==> config.mk <==
export PLATFORM = sky130hd
export DESIGN_NAME = spi_mem_loader
export DESIGN_NICKNAME = d
export VERILOG_FILES = /design/src/rtl/spi_mem_loader.sv
export SDC_FILE = /design/constraint.sdc
export NUM_CORES = 1
export LEC_CHECK = 0
export CAP_MARGIN = 5
export CORE_MARGIN = 2
export CORE_UTILIZATION = 30
export CTS_BUF_LIST = sky130_fd_sc_hd__clkbuf_4
export CTS_CLUSTER_SIZE = 30
export DETAILED_ROUTE_END_ITERATION = 8
export GPL_TIMING_DRIVEN = 1
export PLACE_DENSITY = 0.59
export SLEW_MARGIN = 25
export SYNTH_ARGS = -nofsm -noshare
export SYNTH_HDL_FRONTEND = slang
export SYNTH_SLANG_ARGS = --single-unit
==> constraint.sdc <==
create_clock -name clk -period 2.5 [get_ports clk]
set_input_delay 0.25 -clock clk [delete_from_list [all_inputs] [get_ports clk]]
set_output_delay 0.25 -clock clk [all_outputs]
set_load 0.03 [all_outputs]
==> src/rtl/spi_mem_loader.sv <==
// SPI load receiver: deserialises MSB-first words under csi/csd into instruction/data memory writes.
// Optional start-address header per frame when LOADER_ADDR_HDR_EN is defined.
module spi_mem_loader #(
  parameter int unsigned IW = 8,
  parameter int unsigned DW = 8,
  parameter int unsigned AW = 4
) (
  input  logic          clk,
  input  logic          rst,
  input  logic          proc_en,
  input  logic          csi,
  input  logic          csd,
  input  logic          mosi,
  output logic          imem_we,
  output logic [AW-1:0] imem_addr,
  output logic [IW-1:0] imem_wdata,
  output logic          dmem_we,
  output logic [AW-1:0] dmem_addr,
  output logic [DW-1:0] dmem_wdata,
  output logic          busy,
  output logic          load_done,
  output logic          err
);

  localparam int unsigned SW = (IW > DW) ? IW : DW;
  localparam int unsigned MW = (SW > AW) ? SW : AW;
  localparam int unsigned CW = $clog2(MW + 1);

  typedef enum logic [1:0] {IDLE, SHIFT_I, SHIFT_D, FAULT} state_t;

  state_t         state, state_nxt;
  logic [MW-2:0]  shreg;
  logic [CW-1:0]  bit_cnt;
  logic [AW-1:0]  addr_cnt;
  logic           wrote;
  logic [MW-1:0]  shreg_nxt_c;
  logic           sample_c;
  logic           last_bit_c;
  logic           frame_end_c;
  logic           hdr_phase_c;
  logic           both_low_c;

`ifdef LOADER_ADDR_HDR_EN
  logic hdr;
  assign hdr_phase_c = hdr;
`else
  assign hdr_phase_c = 1'b0;
`endif

  assign both_low_c = !csi && !csd;

  always_ff @(posedge clk) begin
    if (rst) state <= IDLE;
    else     state <= state_nxt;
  end

  // Next state plus sample/word-boundary decode; a bit is sampled whenever the next state is a shift state.
  always_comb begin
    state_nxt   = state;
    sample_c    = 1'b0;
    last_bit_c  = 1'b0;
    frame_end_c = 1'b0;
    shreg_nxt_c = {shreg, mosi};
    case (state)
      IDLE: begin
        if (both_low_c)              state_nxt = FAULT;
        else if (!proc_en && !csi)   state_nxt = SHIFT_I;
        else if (!proc_en && !csd)   state_nxt = SHIFT_D;
      end
      SHIFT_I: begin
        if (both_low_c)              state_nxt = FAULT;
        else if (proc_en || csi)     state_nxt = IDLE;
      end
      SHIFT_D: begin
        if (both_low_c)              state_nxt = FAULT;
        else if (proc_en || csd)     state_nxt = IDLE;
      end
      FAULT: begin
        if (csi && csd)              state_nxt = IDLE;
      end
      default: state_nxt = IDLE;
    endcase
    sample_c = (state_nxt == SHIFT_I) || (state_nxt == SHIFT_D);
    if (hdr_phase_c)                last_bit_c = (bit_cnt == CW'(AW - 1));
    else if (state_nxt == SHIFT_I)  last_bit_c = (bit_cnt == CW'(IW - 1));
    else                            last_bit_c = (bit_cnt == CW'(DW - 1));
    // proc_en abort suppresses load_done even if the select rises on the same edge
    frame_end_c = ((state == SHIFT_I) || (state == SHIFT_D)) && (state_nxt == IDLE)
                  && !proc_en && wrote;
  end

  always_ff @(posedge clk) begin
    if (rst) begin
      shreg      <= '0;
      bit_cnt    <= '0;
      addr_cnt   <= '0;
      wrote      <= 1'b0;
      imem_we    <= 1'b0;
      imem_addr  <= '0;
      imem_wdata <= '0;
      dmem_we    <= 1'b0;
      dmem_addr  <= '0;
      dmem_wdata <= '0;
      busy       <= 1'b0;
      load_done  <= 1'b0;
      err        <= 1'b0;
`ifdef LOADER_ADDR_HDR_EN
      hdr        <= 1'b1;
`endif
    end else begin
      imem_we   <= 1'b0;
      dmem_we   <= 1'b0;
      busy      <= sample_c;
      load_done <= frame_end_c;
      if (state_nxt == FAULT) err <= 1'b1;
      if (sample_c) begin
        shreg <= shreg_nxt_c[MW-2:0];
        if (last_bit_c) begin
          bit_cnt <= '0;
          if (hdr_phase_c) begin
            addr_cnt <= shreg_nxt_c[AW-1:0];
`ifdef LOADER_ADDR_HDR_EN
            hdr      <= 1'b0;
`endif
          end else begin
            addr_cnt <= addr_cnt + AW'(1);
            wrote    <= 1'b1;
            if (state_nxt == SHIFT_I) begin
              imem_we    <= 1'b1;
              imem_addr  <= addr_cnt;
              imem_wdata <= shreg_nxt_c[IW-1:0];
            end else begin
              dmem_we    <= 1'b1;
              dmem_addr  <= addr_cnt;
              dmem_wdata <= shreg_nxt_c[DW-1:0];
            end
          end
        end else begin
          bit_cnt <= bit_cnt + CW'(1);
        end
      end else begin
        // outside a frame: partial word dropped, counters ready for the next frame entry
        bit_cnt  <= '0;
        addr_cnt <= '0;
        wrote    <= 1'b0;
`ifdef LOADER_ADDR_HDR_EN
        hdr      <= 1'b1;
`endif
      end
    end
  end

endmodule

==> flow_summary.json, run 1 <==
{
  "design.final.nets": 277,
  "place.port_buffers": 34,
  "drt_pass1_iterations": 5,
  "cap_viol_max_count": 0,
  "wl_per_cell_um": 13.5,
  "synth_warnings": 0,
  "most_area_consuming_cells_after_synthesis": "sky130_fd_sc_hd__dfxtp_1 (46%), sky130_fd_sc_hd__a2bb2oi_2 (6.6%), sky130_fd_sc_hd__ha_1 (6.1%), sky130_fd_sc_hd__nand2_1 (4.8%), sky130_fd_sc_hd__a21oi_1 (3.9%)",
  "netlist-cell-type-count": 38,
  "layout.cells.most_common": "sky130_fd_sc_hd__dfxtp_1",
  "leakagePower_nw": 1.02,
  "synthCells": 209,
  "worst_setup_path_end_kind": "flop",
  "initial_utilization_pct": 30.5,
  "run_status": "finished, final reports clean",
  "grt_pass1_vias": 1596,
  "detail-route-antenna-nets": 0,
  "die_width_um": 86.5,
  "place_hpwl_um": 3240,
  "antenna_found_initial": 0,
  "drt_iter0_markers": 91,
  "gp_routability_congestion": 0.740,
  "fin_skew_ps": 8.27,
  "synth_seq_cells": 47,
  "filler_cell_count": 690,
  "design.portCount": 35,
  "dr_wl_met2_um": 2000,
  "grt_setup_unrepaired": "no",
  "synth_area_um2": 2040,
  "wirelength_met1_um": 2340,
  "finalNonFillerCells": 342,
  "r2r_slack_ps": 180,
  "detail_route.drc_violations": 0,
  "grt_pass1_wl_um": 7780,
  "max_freq_mhz": 430,
  "placeable_core_area_um2": 6680,
  "synth_edf_count": 0,
  "clk_latency_ps": 360,
  "critical_path_required_ps": 2760,
  "critPathMaxFanout": 11,
  "dpl_cell_area_um2": 2590,
  "power.density_nw_per_um2": 640,
  "placed_cells": 333,
  "std_cell_rows": 30,
  "min_path_type": "reg -> reg",
  "setup_viol": 0,
  "critPathKind": "reg -> reg",
  "ys_seq_area_share_pct": 46.1,
  "syn-num-nets": 225,
  "worstReg2RegStart": "state[1]$_SDFF_PP0_",
  "grt-ovfl-total": 0,
  "root_buffer_cell": "sky130_fd_sc_hd__clkbuf_4",
  "netlist.top_cell.by_area": "sky130_fd_sc_hd__dfxtp_1",
  "dr_wl_met3_um": 183,
  "cts.htree.levels": 2,
  "synthDominantCellAreaShare_pct": 46.1,
  "cp-start-kind": "flop",
  "cts_made_buffers": 5,
  "worst_ep_arrival_time_ps": 2580,
  "clkTransAtPathRegs_ps": 130,
  "cts_setup_buffers": 0,
  "vias": 1638,
  "grtUsageTotal_pct": 12.9,
  "cp-startpoint": "state[1]$_SDFF_PP0_",
  "hold_path.startpoint": "dmem_addr[0]$_SDFFE_PP0P_",
  "layout-area-overhead-vs-synth_pct": 34.9,
  "post-route-min-period_ps": 2320,
  "finalSetupTns_ps": 0,
  "routed_wirelength_um": 4600,
  "post_synth.cell_area_avg_um2": 9.76,
  "design.die.area_um2": 7480,
  "worst_slew_margin_pct": 71.9,
  "timing_max_transition_violations_final": 0,
  "layout_worst_path_cycle_share_pct": 92.9,
  "antenna-diode-count": 0,
  "dieHeight_um": 86.5,
  "tightest_slew_ps": 422,
  "clock_sinks": 47,
  "synthArstFlopShare_pct": 0,
  "layout.cells.most_common_list": "sky130_fd_sc_hd__dfxtp_1 (45), sky130_fd_sc_hd__clkdlybuf4s50_1 (34), sky130_fd_sc_hd__nand2_1 (26)",
  "route.detailed.vias_per_inst": 4.79,
  "synth_flop_cell": "sky130_fd_sc_hd__dfxtp_1",
  "cts_tree": "yes",
  "maximum_number_of_pins_on_one_net_before_global_route_repair": 36,
  "layout-drive-gt1-share_pct": 19.8,
  "timing.final.hold_violations": 0,
  "final_cell_area_um2": 2750,
  "ir_drop_v": 0.000312,
  "top_layer": "met4",
  "clockBufferDepth": 2,
  "cts.hold.buffers_added": 0
}
## what timing repair did
| item | in CTS | in global routing |
|---|---|---|
| setup endpoints to repair | 2 | 26 |
| pin swaps | 1 | 2 |
| resized for setup | 0 | 16 |
| cloned | 1 | 0 |
## layer usage
| metal | vias up | track usage (%) |
|---|---|---|
| met5 | - | 0 |
| met2 | 33 | 19.7 |
| li1 | 828 | - |
| met3 | 7 | 3.33 |
| met4 | 0 | 3.13 |
| met1 | 770 | 18.3 |
## final cells by class
| class | count | area (um2) | share of cell area [%] |
|---|---|---|---|
| Multi-Input combinational cell | 147 | 1080 | 39.3 |
| Sequential cell | 47 | 948 | 34.4 |
| Timing Repair Buffer | 54 | 519 | 18.9 |
| Tap cell | 80 | 100 | 3.63 |
| Clock inverter | 3 | 38.8 | 1.41 |
| Clock buffer | 5 | 37.5 | 1.36 |
| Inverter | 6 | 27.5 | 1.00 |
## critical path, cell delays in order, from the launching register on
cell and delay, ps:
sky130_fd_sc_hd__dfxtp_4 410, sky130_fd_sc_hd__inv_2 70, sky130_fd_sc_hd__ha_4 170, sky130_fd_sc_hd__and4b_1 180, sky130_fd_sc_hd__a31o_2 220, sky130_fd_sc_hd__a31o_2 240, sky130_fd_sc_hd__ha_4 250, sky130_fd_sc_hd__nand2b_1 150
sky130_fd_sc_hd__or2_1 240, sky130_fd_sc_hd__buf_12 160, sky130_fd_sc_hd__a2bb2oi_1 120
## synth_stat cells, drive strengths merged, types with 2 or more instances
cell	n
nor3b	2
nor2	17
nand3	4
nor3	3
clkbuf	4
o21ai	7
dfxtp	47
or2	2
buf	6
a21oi	16
xnor2	2
nand2	26
and4b	2
and3	2
nor2b	4
inv	5
nand2b	12
mux2i	8
ha	10
a31oi	2
a2bb2oi	11
or3	2
a31o	2
nand4b	3
## registers in the layout, summed over array words and instances (netlist names)
signal	cells
dmem_wdata	8
imem_wdata	8
shreg	7
addr_cnt	4
bit_cnt	4
dmem_addr	4
imem_addr	4
state	2
busy	1
dmem_we	1
err	1
imem_we	1
load_done	1
wrote	1
## per-stage QoR
step	setup slack, ps	total power [mW]	hold WS, ps	utilization [%]
after floorplan	2.26	1.13	386	-
after global placement	-81.2	1.28	443	38.8
after detailed placement	-144	1.28	448	38.8
after CTS	5.41	1.74	467	40.1
after global routing	29.3	1.86	486	41.2
final	177	1.76	464	41.2
## cells by family after synthesis
kind of cell    synth area share, %
flops                          46.1
compound gates                 17.1
buf+inv                        4.60
simple gates                   21.3
mux                            3.92
xor+xnor                      0.859
fa+ha+maj                      6.13
## path summary, 6_finish.rpt
check                           cells after the start                          to
worst max-delay path                               10  imem_wdata[0]$_SDFFE_PP0P_
worst min-delay path                                2   dmem_addr[0]$_SDFFE_PP0P_
worst max register to register                     10  imem_wdata[0]$_SDFFE_PP0P_
worst min register to register                      2   dmem_addr[0]$_SDFFE_PP0P_
## power breakdown
| group | switching [mW] | internal, mW | total [mW] | leakage [nW] |
|---|---|---|---|---|
| combinational | 0.236 | 0.256 | 0.492 | 0.600 |
| sequential | 0.0381 | 0.787 | 0.826 | 0.381 |
| clock | 0.240 | 0.206 | 0.446 | 0.0426 |
| total | 0.514 | 1.25 | 1.76 | 1.02 |
Note: power is estimated with default switching activity, not from simulation.
==> inputs of run 2 (changes only) <==
--- a/config.mk
+++ b/config.mk
@@ -6,13 +6,14 @@
 export NUM_CORES = 1
 export LEC_CHECK = 0
 export CAP_MARGIN = 5
-export CORE_MARGIN = 2
+export CORE_MARGIN = 1.5
 export CORE_UTILIZATION = 30
 export CTS_BUF_LIST = sky130_fd_sc_hd__clkbuf_4
 export CTS_CLUSTER_SIZE = 30
 export DETAILED_ROUTE_END_ITERATION = 8
 export GPL_TIMING_DRIVEN = 1
 export PLACE_DENSITY = 0.59
+export REMOVE_ABC_BUFFERS = 1
 export SLEW_MARGIN = 25
 export SYNTH_ARGS = -nofsm -noshare
 export SYNTH_HDL_FRONTEND = slang
==> run 2 against run 1 <==
Compared with the run above: the run now ends with design-rule violations left; total power down 3.5%; register-to-register slack worse by 50 ps; non-clock buffer count up 4; combinational power down 1%; flip-flop and latch count unchanged; routed wire length up 2.1%; critical path type unchanged; highest routed layer unchanged.
==> flow_summary.json, run 2 (synthesized netlist as in run 1, its figures left out) <==
{
  "violations": "design-rule violations",
  "p_clk_share_pct": 23.7,
  "drt_pass1_iterations": 6,
  "fin_hold_ws_ps": 469,
  "cap_viol_max_count": 0,
  "timing_max_transition_violations_final": 0,
  "clk_latency_ps": 390,
  "detail-route-antenna-nets": 0,
  "leakagePower_nw": 1.04,
  "place_hpwl_um": 3090,
  "layout-drive-gt1-share_pct": 19.5,
  "post-route-min-period_ps": 2370,
  "cts.htree.levels": 2,
  "clockBufferDepth": 2,
  "cts_tree": "yes",
  "route.detailed.vias_per_inst": 4.77,
  "worst_setup_path_end_kind": "flop",
  "top_regs": "dmem_wdata (8), imem_wdata (8), shreg (7)",
  "filler_cell_count": 649,
  "clkTransAtPathRegs_ps": 160,
  "fin_skew_ps": 15.6,
  "antenna-diode-count": 0,
  "critPathMaxFanout": 11,
  "place.port_buffers": 34,
  "design.portCount": 35,
  "drt_iter0_markers": 81,
  "initial_utilization_pct": 31.6,
  "netSwitchingPower_mw": 0.548,
  "tightest_slew_ps": 431,
  "dieHeight_um": 85.5,
  "placeable_core_area_um2": 6460,
  "power_frac_seq_pct": 47.8,
  "wl_per_cell_um": 13.7,
  "timing.final.hold_violations": 0,
  "cp-start-kind": "flop",
  "worst_ep_arrival_time_ps": 2650,
  "grt_pass1_wl_um": 7760,
  "clock_sinks": 47,
  "antenna_found_initial": 0,
  "critical_path_required_ps": 2780,
  "cts.hold.buffers_added": 0,
  "design.final.nets": 281,
  "routed_wirelength_um": 4700,
  "setup_viol": 0,
  "finalSetupTns_ps": 0,
  "critPathKind": "reg -> reg",
  "run_status": "finished with violations",
  "vias": 1635,
  "ir_drop_v": 0.000261,
  "design_power_total_mw": 1.70,
  "power.density_nw_per_um2": 621,
  "grtUsageTotal_pct": 13.4,
  "grt_pass1_vias": 1560,
  "max_freq_mhz": 422,
  "layout.cells.most_common": "sky130_fd_sc_hd__dfxtp_1",
  "detail_route.drc_violations": 3,
  "layout.cells.most_common_list": "sky130_fd_sc_hd__dfxtp_1 (46), sky130_fd_sc_hd__clkdlybuf4s50_1 (34), sky130_fd_sc_hd__nand2_1 (26)",
  "std_cell_rows": 29,
  "cts_made_buffers": 5,
  "internal_power_mw": 1.15,
  "maximum_number_of_pins_on_one_net_before_global_route_repair": 36,
  "design.die.area_um2": 7310,
  "die_width_um": 85.5,
  "pwr-share-comb_pct": 28.5,
  "layout_setup_ws_ps": 129,
  "min_path_type": "reg -> reg",
  "grt-ovfl-total": 0,
  "dp_worst_setup_slack_ps": -200,
  "layout_worst_path_cycle_share_pct": 94.8,
  "root_buffer_cell": "sky130_fd_sc_hd__clkbuf_4",
  "worst_slew_margin_pct": 71.3,
  "proportion_of_total_power_due_to_net_switching_pct": 32.2,
  "gp_routability_congestion": 0.792,
  "layout-area-overhead-vs-synth_pct": 34.3
}
[run 2: cell types whose count changed in the layout (fill, tap and decap cells not counted), moves of 2 or more]
cell and delta:
sky130_fd_sc_hd__dfxtp_4 -2, sky130_fd_sc_hd__ha_4 -3, sky130_fd_sc_hd__inv_2 -2, sky130_fd_sc_hd__inv_1 +2, sky130_fd_sc_hd__ha_1 +2, sky130_fd_sc_hd__buf_4 +4
[run 2: area by class of cell]
type | instances | area (um2) | share of cell area [%]
multi-input combinational | 147 | 1050 | 38.2
sequential | 47 | 942 | 34.4
timing repair buffer | 58 | 563 | 20.5
tap | 77 | 96.3 | 3.51
clock buffer | 5 | 37.5 | 1.37
clock inverter | 3 | 27.5 | 1.00
inverter | 6 | 27.5 | 1.00
[run 2: power groups by stage]
stage | clock network, mW | registers, mW | logic (mW)
4_1_cts | 0.411 | 0.814 | 0.466
3_5_place_dp | 0 | 0.829 | 0.452
5_1_grt | 0.440 | 0.821 | 0.535
2_1_floorplan | 0 | 0.844 | 0.243
3_3_place_gp | 0 | 0.829 | 0.448
6_report | 0.404 | 0.814 | 0.485
[run 2: metrics by stage]
| step | util [%] | cells | instance area (um2) |
|---|---|---|---|
| 3_5_place_dp | 40.3 | 332 | 2600 |
| 5_1_grt | 42.4 | 343 | 2740 |
| 3_3_place_gp | 40.3 | 332 | 2600 |
| 4_1_cts | 41.6 | 341 | 2690 |
| 2_1_floorplan | - | 199 | 1970 |
| 6_report | 42.4 | 343 | 2740 |
[run 2: worst paths after layout]
kind                                                  from                    endpoint  slack, ps  depth (start not counted)
worst max-delay path                   state[0]$_SDFF_PP0_  imem_wdata[0]$_SDFFE_PP0P_        130                         10
worst min-delay path            dmem_wdata[4]$_SDFFE_PP0P_  dmem_wdata[4]$_SDFFE_PP0P_        470                          2
worst max register to register         state[0]$_SDFF_PP0_  imem_wdata[0]$_SDFFE_PP0P_        130                         10
worst min register to register  dmem_wdata[4]$_SDFFE_PP0P_  dmem_wdata[4]$_SDFFE_PP0P_        470                          2
[run 2: critical path: stages, from the launching register on]
cell,delay [ps]
sky130_fd_sc_hd__dfxtp_1,340
sky130_fd_sc_hd__buf_4,140
sky130_fd_sc_hd__ha_1,230
sky130_fd_sc_hd__nor3b_1,140
sky130_fd_sc_hd__o21ai_0,300
sky130_fd_sc_hd__nand3_2,170
sky130_fd_sc_hd__ha_4,260
sky130_fd_sc_hd__nand2b_1,160
sky130_fd_sc_hd__or2_1,250
sky130_fd_sc_hd__buf_12,160
sky130_fd_sc_hd__a2bb2oi_1,130
[run 2: routing by layer]
layer / share of wire, % / vias to the layer above / global-route usage [%]
li1: - / 841 / -
met1: 50 / 762 / 18.7
met2: 45 / 24 / 20.8
met3: 3.6 / 8 / 2.33
met4: 1.5 / 0 / 4.40
met5: 0 / - / 0
[run 2: timing repair]
action | CTS | global route
gates resized for setup | 3 | 5
buffers inserted | 0 | 1
endpoints found under the setup margin | 12 | 21
cloned | 1 | 1
endpoints found under the hold margin | 0 | 0
pin swaps | 1 | 1
